$ cat src/rtl/pc_sequencer_if.sv
// pc_sequencer_if
// Groups the fetch-control bundle between the pipeline control logic and the
// PC sequencer.
//   master : the pipeline side. It drives the stall, multiply/divide and
//            redirect requests and observes the fetch address and status.
//   slave  : the sequencer side. It receives the requests and drives
//            pc, pc_plus1, fetch_valid, flush and md_busy.
interface pc_sequencer_if;
  logic        stall;
  logic        md_start;
  logic        md_rdy;
  logic        br_taken;
  logic [11:0] br_base;
  logic [11:0] br_offset;
  logic        jmp;
  logic [11:0] jmp_target;
  logic [11:0] pc;
  logic [11:0] pc_plus1;
  logic        fetch_valid;
  logic        flush;
  logic        md_busy;

  modport master (
    output stall, md_start, md_rdy, br_taken, br_base, br_offset, jmp, jmp_target,
    input  pc, pc_plus1, fetch_valid, flush, md_busy
  );

  modport slave (
    input  stall, md_start, md_rdy, br_taken, br_base, br_offset, jmp, jmp_target,
    output pc, pc_plus1, fetch_valid, flush, md_busy
  );
endinterface

$ cat src/rtl/pc_sequencer.sv
// pc_sequencer
// Program-counter controller for the 12-bit fetch path. It owns the PC
// register and selects between the following next-PC sources:
//   - sequential advance
//   - branch redirect
//   - jump redirect
//   - hazard stall
//   - a multi-cycle multiply/divide wait
// Ports:
//   clock : rising-edge system clock
//   reset : synchronous, active-low reset
//   bus   : pc_sequencer_if.slave, which carries these signals:
//           stall, md_start, md_rdy, br_taken, br_base, br_offset, jmp,
//           jmp_target (inputs)
//           pc, fetch_valid, flush, md_busy (registered outputs)
//           pc_plus1 (combinational from pc)
module pc_sequencer #(
  parameter logic [11:0] RESET_PC = 12'h000
) (
  input  logic         clock,
  input  logic         reset,
  pc_sequencer_if.slave bus
);

  typedef enum logic [1:0] {
    BOOT    = 2'd0,
    RUN     = 2'd1,
    MD_WAIT = 2'd2
  } state_e;

  state_e      state_q, state_d;
  logic [11:0] pc_q, pc_d;
  logic        fetch_valid_q, fetch_valid_d;
  logic        flush_q, flush_d;
  logic        md_busy_q, md_busy_d;

  logic [11:0] pc_plus1;
  logic [11:0] br_target;

  // All PC arithmetic is 12-bit and drops the carry-out, so the wrap from
  // FFF to 000 is automatic. A negative offset works through the same wrap.
  assign pc_plus1  = pc_q + 12'd1;
  assign br_target = bus.br_base + 12'd1 + bus.br_offset;

  always_comb begin
    state_d       = state_q;
    pc_d          = pc_q;
    fetch_valid_d = fetch_valid_q;
    flush_d       = 1'b0;
    md_busy_d     = md_busy_q;

    case (state_q)
      BOOT: begin
        state_d       = RUN;
        fetch_valid_d = 1'b1;
        md_busy_d     = 1'b0;
      end

      RUN: begin
        fetch_valid_d = 1'b1;
        // A redirect outranks md_start, so md_start is dropped in that case.
        // A stall also masks md_start, because decode re-issues it.
        if (bus.jmp) begin
          pc_d    = bus.jmp_target;
          flush_d = 1'b1;
        end else if (bus.br_taken) begin
          pc_d    = br_target;
          flush_d = 1'b1;
        end else if (bus.stall) begin
          pc_d = pc_q;
        end else if (bus.md_start) begin
          state_d       = MD_WAIT;
          md_busy_d     = 1'b1;
          fetch_valid_d = 1'b0;
        end else begin
          pc_d = pc_plus1;
        end
      end

      MD_WAIT: begin
        fetch_valid_d = 1'b0;
        // The PC stays held on the exit cycle. Advancing resumes only once
        // the state is back in RUN.
        if (bus.md_rdy) begin
          state_d       = RUN;
          md_busy_d     = 1'b0;
          fetch_valid_d = 1'b1;
        end
      end

      default: begin
        state_d       = BOOT;
        fetch_valid_d = 1'b0;
        md_busy_d     = 1'b0;
      end
    endcase
  end

  always_ff @(posedge clock) begin
    if (!reset) begin
      state_q       <= BOOT;
      pc_q          <= RESET_PC;
      fetch_valid_q <= 1'b0;
      flush_q       <= 1'b0;
      md_busy_q     <= 1'b0;
    end else begin
      state_q       <= state_d;
      pc_q          <= pc_d;
      fetch_valid_q <= fetch_valid_d;
      flush_q       <= flush_d;
      md_busy_q     <= md_busy_d;
    end
  end

  assign bus.pc          = pc_q;
  assign bus.pc_plus1    = pc_plus1;
  assign bus.fetch_valid = fetch_valid_q;
  assign bus.flush       = flush_q;
  assign bus.md_busy     = md_busy_q;

endmodule

$ cat src/flat_wrapper.sv
// flat-port wrapper written by rule: the top's interface ports become plain ports
module pc_sequencer_flat 
#(
  parameter logic [11:0] RESET_PC = 12'h000
)
  (clock, reset, bus_stall, bus_md_start, bus_md_rdy, bus_br_taken, bus_br_base, bus_br_offset, bus_jmp, bus_jmp_target, bus_pc, bus_pc_plus1, bus_fetch_valid, bus_flush, bus_md_busy);
  pc_sequencer_if bus_i ();
  input  logic clock;
  input  logic reset;
  input wire logic [$bits(bus_i.stall)-1:0] bus_stall;
  input wire logic [$bits(bus_i.md_start)-1:0] bus_md_start;
  input wire logic [$bits(bus_i.md_rdy)-1:0] bus_md_rdy;
  input wire logic [$bits(bus_i.br_taken)-1:0] bus_br_taken;
  input wire logic [$bits(bus_i.br_base)-1:0] bus_br_base;
  input wire logic [$bits(bus_i.br_offset)-1:0] bus_br_offset;
  input wire logic [$bits(bus_i.jmp)-1:0] bus_jmp;
  input wire logic [$bits(bus_i.jmp_target)-1:0] bus_jmp_target;
  output wire logic [$bits(bus_i.pc)-1:0] bus_pc;
  output wire logic [$bits(bus_i.pc_plus1)-1:0] bus_pc_plus1;
  output wire logic [$bits(bus_i.fetch_valid)-1:0] bus_fetch_valid;
  output wire logic [$bits(bus_i.flush)-1:0] bus_flush;
  output wire logic [$bits(bus_i.md_busy)-1:0] bus_md_busy;
  assign bus_i.stall = bus_stall;
  assign bus_i.md_start = bus_md_start;
  assign bus_i.md_rdy = bus_md_rdy;
  assign bus_i.br_taken = bus_br_taken;
  assign bus_i.br_base = bus_br_base;
  assign bus_i.br_offset = bus_br_offset;
  assign bus_i.jmp = bus_jmp;
  assign bus_i.jmp_target = bus_jmp_target;
  assign bus_pc = bus_i.pc;
  assign bus_pc_plus1 = bus_i.pc_plus1;
  assign bus_fetch_valid = bus_i.fetch_valid;
  assign bus_flush = bus_i.flush;
  assign bus_md_busy = bus_i.md_busy;
  pc_sequencer #(.RESET_PC(RESET_PC)) u_core (.clock(clock), .reset(reset), .bus(bus_i));
endmodule
$ cat config.mk
export PLATFORM = sky130hd
export DESIGN_NAME = pc_sequencer_flat
export DESIGN_NICKNAME = d
export VERILOG_FILES = /design/src/rtl/pc_sequencer_if.sv /design/src/rtl/pc_sequencer.sv /design/src/flat_wrapper.sv
export SDC_FILE = /design/constraint.sdc
export NUM_CORES = 1
export LEC_CHECK = 0
export ABC_AREA = 1
export CAP_MARGIN = 0
export CORE_MARGIN = 5
export CORE_UTILIZATION = 43
export CTS_CLUSTER_DIAMETER = 100
export CTS_CLUSTER_SIZE = 10
export DETAILED_ROUTE_END_ITERATION = 12
export PLACE_DENSITY = 0.8
export SLEW_MARGIN = 20
export SYNTH_ARGS = -nofsm -noshare
export SYNTH_HDL_FRONTEND = slang
export SYNTH_SLANG_ARGS = --single-unit
$ cat constraint.sdc
create_clock -name clock -period 1.97 [get_ports clock]
set_input_delay 0.394 -clock clock [delete_from_list [all_inputs] [get_ports clock]]
set_output_delay 0.394 -clock clock [all_outputs]
set_load 0.005 [all_outputs]
==> impl_metrics.toml, run 1 <==
[placement]
hpwl_mm = 4.35
placed_area_um2 = 2620
dp.cells = 408
pre_cts_slack_ns = -0.327
gp_congestion = 0.873
io_buffers = 69

[sta]
setup_ws_ns = -0.0167
max-slew-margin-rel = 0.685
drv_slew = 0
finalSetupViolations = 2
fin_crit_sh = 1.01
rsz0062_at_grt = "true"
skew_ns = 0.00590
worst_pin_slew_ns = 0.471
fmax_ghz = 0.503
finalHoldViolCount = 0
timing.setup.tns_ns = -0.0332
fin_crit_ns = 1.99

[floorplanning]
initial_core_util = 0.447
die_w_um = 71.7
rows = 22
io_pins = 70
fp.dieH_um = 71.7
die_area_um2 = 5140
core_um2 = 3660

[drt]
drc = 0
ant_nets = 0
routed_via_density = 5.03
routed_wirelength_mm = 5.63
vias = 2113
dr.pass1.iters = 4
wl_per_cell_um = 13.4
initialDrtViolationCount = 208

[logic_synthesis]
syn_nets = 317
synth.avg_cell_area_um2 = 6.27
synth_seq_cells = 16
syn-cell-area_um2 = 1640
ys_seq_area_frac = 0.196
ys_types = 37
synthCells = 261
yosysWarnings = 0

[power]
p_leak_nw = 1.38
p_per_area_nw_per_um2 = 498
ir_drop_uv = 476
power_w = 0.00140

[setup_path]
required_ns = 1.58
r2r_slack_ns = 0.40
start_kind = "flip-flop"
regToRegStartpoint = "u_core.bus.pc[0]$_SDFFE_PN0P_"
rr_endpoint = "u_core.bus.pc[9]$_SDFFE_PN0P_"
rr_worst_depth = 10
crit_type = "flip-flop to primary output"
end_kind = "primary output"
crit_fanout = 5
timing.critical_path.from = "u_core.bus.pc[0]$_SDFFE_PN0P_"
arrival_ns = 1.59

[global_route]
grt_pass1_wl_mm = 8.96
grt_max_degree = 13
grt_overflow_total = 0
grt.total_usage = 0.216
first_global_vias = 2079
antenna_found_initial = 0

[cts]
cts_root_buf = "clkbuf_8"
h-tree-depth = 1
cts_tree = "built"
clk_latency_ns = 0.26
clkTransAtPathRegs_ns = 0.06
cts_buffers = 3
clockBufferDepth = 2
clock-sinks = 16

[job]
maxCapViolations = 0

[layout]
final_area_um2 = 2810
finalNetCount = 429
n_antenna_cell = 0
area_delta_synth_final_pct = 72.1
fill_cells = 283
drive_gt1_frac = 0.242
stdcell_count = 420

[hold_path]
whs_path_depth = 1
hold_end = "u_core.state_q[0]$_SDFFE_PN0P_"
hold_path_class = "flip-flop to flip-flop"
min-delay-start = "u_core.state_q[0]$_SDFFE_PN0P_"

[status]
status = "complete, but fails checks"
violations = "setup timing"
==> layer usage <==
layer	up-vias	wire length, um	GRT usage
li1	1076	-	-
met5	-	0	0
met4	0	116	0.0856
met3	10	335	0.0407
met1	949	2430	0.266
met2	78	2750	0.367
==> registers in the layout, summed over array words and instances (netlist names) <==
register and cells:
u_core.state_q 1, u_core.bus.flush 1, u_core.bus.fetch_valid 1, u_core.bus.pc 12, u_core.bus.md_busy 1
==> kinds of logic (layout without fill, tap and decap cells) <==
logic type               Yosys count  in the layout  synth area share
adder cells (fa/ha/maj)           13             13             0.104
XOR/XNOR                           8              8            0.0474
AND/OR/NAND/NOR                  119            119             0.330
buffers and inverters             46            157             0.115
flip-flops                        16             16             0.196
AO/OA/AOI/OAI                     59             59             0.208
==> through the flow <==
stage / util / hold slack (ns)
floorplan: - / 0.431
global placement: 0.714 / 0.443
detailed placement: 0.714 / 0.450
CTS: 0.742 / 0.465
global route: 0.769 / 0.500
finish: 0.769 / 0.465
==> worst max-delay path by stage <==
stage	slack (ns)	to
after floorplan	0.30	u_core.bus.pc[8]$_SDFFE_PN0P_
after global placement	-0.27	u_core.bus.pc[8]$_SDFFE_PN0P_
after detailed placement	-0.33	u_core.bus.pc[8]$_SDFFE_PN0P_
after CTS	-0.13	bus_pc_plus1[10]
after global routing	-0.13	bus_pc_plus1[9]
final	-0.02	bus_pc_plus1[9]
==> cells in the mapped netlist <==
master,n,share of area
nand2_1,65,0.15
inv_1,35,0.080
a21oi_1,30,0.092
nand3_1,18,0.055
nor2_1,17,0.039
dfxtp_1,16,0.20
ha_1,12,0.092
o21ai_0,11,0.034
inv_2,6,0.014
o21ai_1,5,0.015
xor2_1,5,0.027
a31oi_1,4,0.015
nand3b_1,4,0.018
nand4_1,4,0.015
nor2_4,3,0.021
buf_4,2,0.0092
nor2_2,2,0.0076
o21bai_1,2,0.0092
xnor2_1,2,0.011
a211oi_2,1,0.0076
a21o_1,1,0.0046
a21oi_4,1,0.0099
a221oi_1,1,0.0054
and2_1,1,0.0038
buf_1,1,0.0023
buf_6,1,0.0069
clkbuf_1,1,0.0023
fa_1,1,0.012
nand2_2,1,0.0038
nand3_2,1,0.0061
nor3_1,1,0.0031
o211ai_1,1,0.0046
o21ai_2,1,0.0054
o221ai_1,1,0.0054
or2_1,1,0.0038
or2_2,1,0.0038
xnor2_2,1,0.0099
==> power breakdown <==
group          switching, W  internal [W]  total [W]
combinational      0.000327      0.000381   0.000708
clock              0.000121      0.000178   0.000299
sequential        0.0000336      0.000362   0.000396
total              0.000482      0.000921    0.00140
==> critical path: stages (launching register included) <==
cell	delay [ns]
dfxtp_2	0.35
buf_4	0.13
inv_2	0.05
nor2_4	0.16
buf_4	0.14
nand3_1	0.08
xor2_1	0.25
buf_2	0.17
==> what timing repair did <==
action	in CTS	in global routing
buffers inserted	3	5
hold buffers	0	0
pin swaps	5	14
gates resized for setup	24	28
endpoints found under the setup margin	11	12
==> cell usage in the layout (no fill, tap or decap), drive strengths merged, types with 7 or more instances in the layout <==
cell type	count
inv	41
ha	12
nor2	22
o21ai	17
buf	46
nand3	19
dfxtp	16
nand2	66
a21oi	31
clkbuf	7
clkdlybuf4s50	56
==> layout make-up <==
| cell class | count | area (um^2) | area share |
|---|---|---|---|
| Clock buffer | 4 | 55.1 | 0.0196 |
| Sequential cell | 16 | 324 | 0.115 |
| Inverter | 41 | 154 | 0.0547 |
| Multi-Input combinational cell | 199 | 1230 | 0.438 |
| Timing Repair Buffer | 112 | 990 | 0.352 |
| Tap cell | 48 | 60.1 | 0.0213 |
Note: power is estimated with default switching activity, not from simulation.
==> inputs of run 2 (changes only) <==
Settings changed: CORE_ASPECT_RATIO from default to 0.5, CTS_CLUSTER_SIZE 10 to 25.
==> impl_metrics.toml, run 2 (synthesized netlist as in run 1, its figures left out) <==
[status]
status = "complete, but fails checks"
violations = "setup timing"

[floorplanning]
die_w_um = 97.2
initial_core_util = 0.461
core_um2 = 3550
die_area_um2 = 5210
fp.dieH_um = 53.6
rows = 15
io_pins = 70

[cts]
clock-sinks = 16
cts_tree = "built"
clockBufferDepth = 2
clk_latency_ns = 0.26
cts_buffers = 3
clkTransAtPathRegs_ns = 0.07
postCtsHoldBufs = 0
cts_root_buf = "clkbuf_8"
h-tree-depth = 1

[sta]
fmax_ghz = 0.503
fin_crit_sh = 1.01
finalHoldViolCount = 0
finalSetupViolations = 3
max-slew-margin-rel = 0.714
timing.setup.tns_ns = -0.0489
rsz0062_at_grt = "true"
fin_crit_ns = 1.99
skew_ns = 0.00150
setup_ws_ns = -0.0190
drv_slew = 0
worst_pin_slew_ns = 0.427

[power]
ir_drop_uv = 308
p_per_area_nw_per_um2 = 499
p_leak_nw = 1.41

[placement]
hpwl_mm = 4.61
gp_congestion = 0.976
pre_cts_slack_ns = -0.322
io_buffers = 69

[hold_path]
whs_path_depth = 1
hold_path_class = "flip-flop to flip-flop"

[global_route]
grt_pass1_wl_mm = 9.45
first_global_vias = 2075
grt_overflow_total = 0
antenna_found_initial = 0
grt_max_degree = 13
grt.total_usage = 0.228

[setup_path]
crit_type = "flip-flop to primary output"
crit_fanout = 4
arrival_ns = 1.59
end_kind = "primary output"
rr_worst_depth = 10
required_ns = 1.58
start_kind = "flip-flop"

[layout]
drive_gt1_frac = 0.268
largest_reg_flops = 12
n_antenna_cell = 0
area_delta_synth_final_pct = 79.9
final_common_cell = "nand2_1"
mostFrequentLayoutCells = "nand2_1 (60), clkdlybuf4s50_1 (57), buf_4 (35), inv_1 (34), a21oi_1 (26)"
finalNetCount = 430

[drt]
initialDrtViolationCount = 190
drc = 0
ant_nets = 0
routed_via_density = 5.47
dr.pass1.iters = 6
vias = 2320
wl_per_cell_um = 16.2
routed_wirelength_mm = 6.85

[job]
maxCapViolations = 0
-- run 2: critical path, cell delays in order (launching register included) --
cell and delay, ns:
dfxtp_2 0.35, buf_4 0.14, inv_2 0.06, nor2_4 0.16
buf_6 0.14, buf_12 0.10, nand2_2 0.06, xor2_2 0.18
inv_1 0.05, clkbuf_2 0.10
-- run 2: layout make-up --
| type | instances | area (um^2) |
|---|---|---|
| inverters | 41 | 154 |
| flip-flops and latches | 16 | 325 |
| fillers | 212 | 606 |
| multi-input cells | 199 | 1300 |
| well taps | 51 | 63.8 |
| repair buffers | 113 | 1040 |
| clock buffers | 4 | 55.1 |
-- run 2: what timing repair did --
item,in CTS,in global routing
buffers inserted,6,8
hold endpoints to repair,0,0
setup endpoints to repair,12,14
pin swaps,4,17
resized for setup,24,48
-- run 2: report_power, final --
part           switching [W]  internal (W)
combinational       0.000368      0.000395
sequential         0.0000399      0.000362
clock               0.000126      0.000178
total               0.000533      0.000935
-- run 2: per-stage QoR --
stage | util | std cells | power (W) | hold slack, ns | instance area [um^2]
after floorplan | - | 261 | 0.000706 | 0.431 | 1640
after global placement | 0.735 | 408 | 0.00107 | 0.441 | 2610
after detailed placement | 0.735 | 408 | 0.00108 | 0.460 | 2610
after CTS | 0.782 | 418 | 0.00138 | 0.470 | 2770
after global routing | 0.829 | 424 | 0.00154 | 0.501 | 2940
final | 0.829 | 424 | 0.00147 | 0.466 | 2940
-- run 2: worst paths after layout --
check / slack, ns / endpoint / startpoint
max: -0.02 / bus_pc_plus1[5] / u_core.bus.pc[0]$_SDFFE_PN0P_
min: 0.47 / u_core.bus.fetch_valid$_SDFF_PN0_ / u_core.state_q[0]$_SDFFE_PN0P_
max reg2reg: 0.31 / u_core.bus.pc[6]$_SDFFE_PN0P_ / u_core.bus.pc[1]$_SDFFE_PN0P_
min reg2reg: 0.47 / u_core.bus.fetch_valid$_SDFF_PN0_ / u_core.state_q[0]$_SDFFE_PN0P_
-- run 2: routing by layer --
layer  global-route usage  vias up  share of wire
met5                    0        -              0
met3               0.0608       34          0.093
met4               0.0851        0          0.036
met1                0.257     1066           0.39
li1                     -     1079              -
met2                0.433      141           0.48
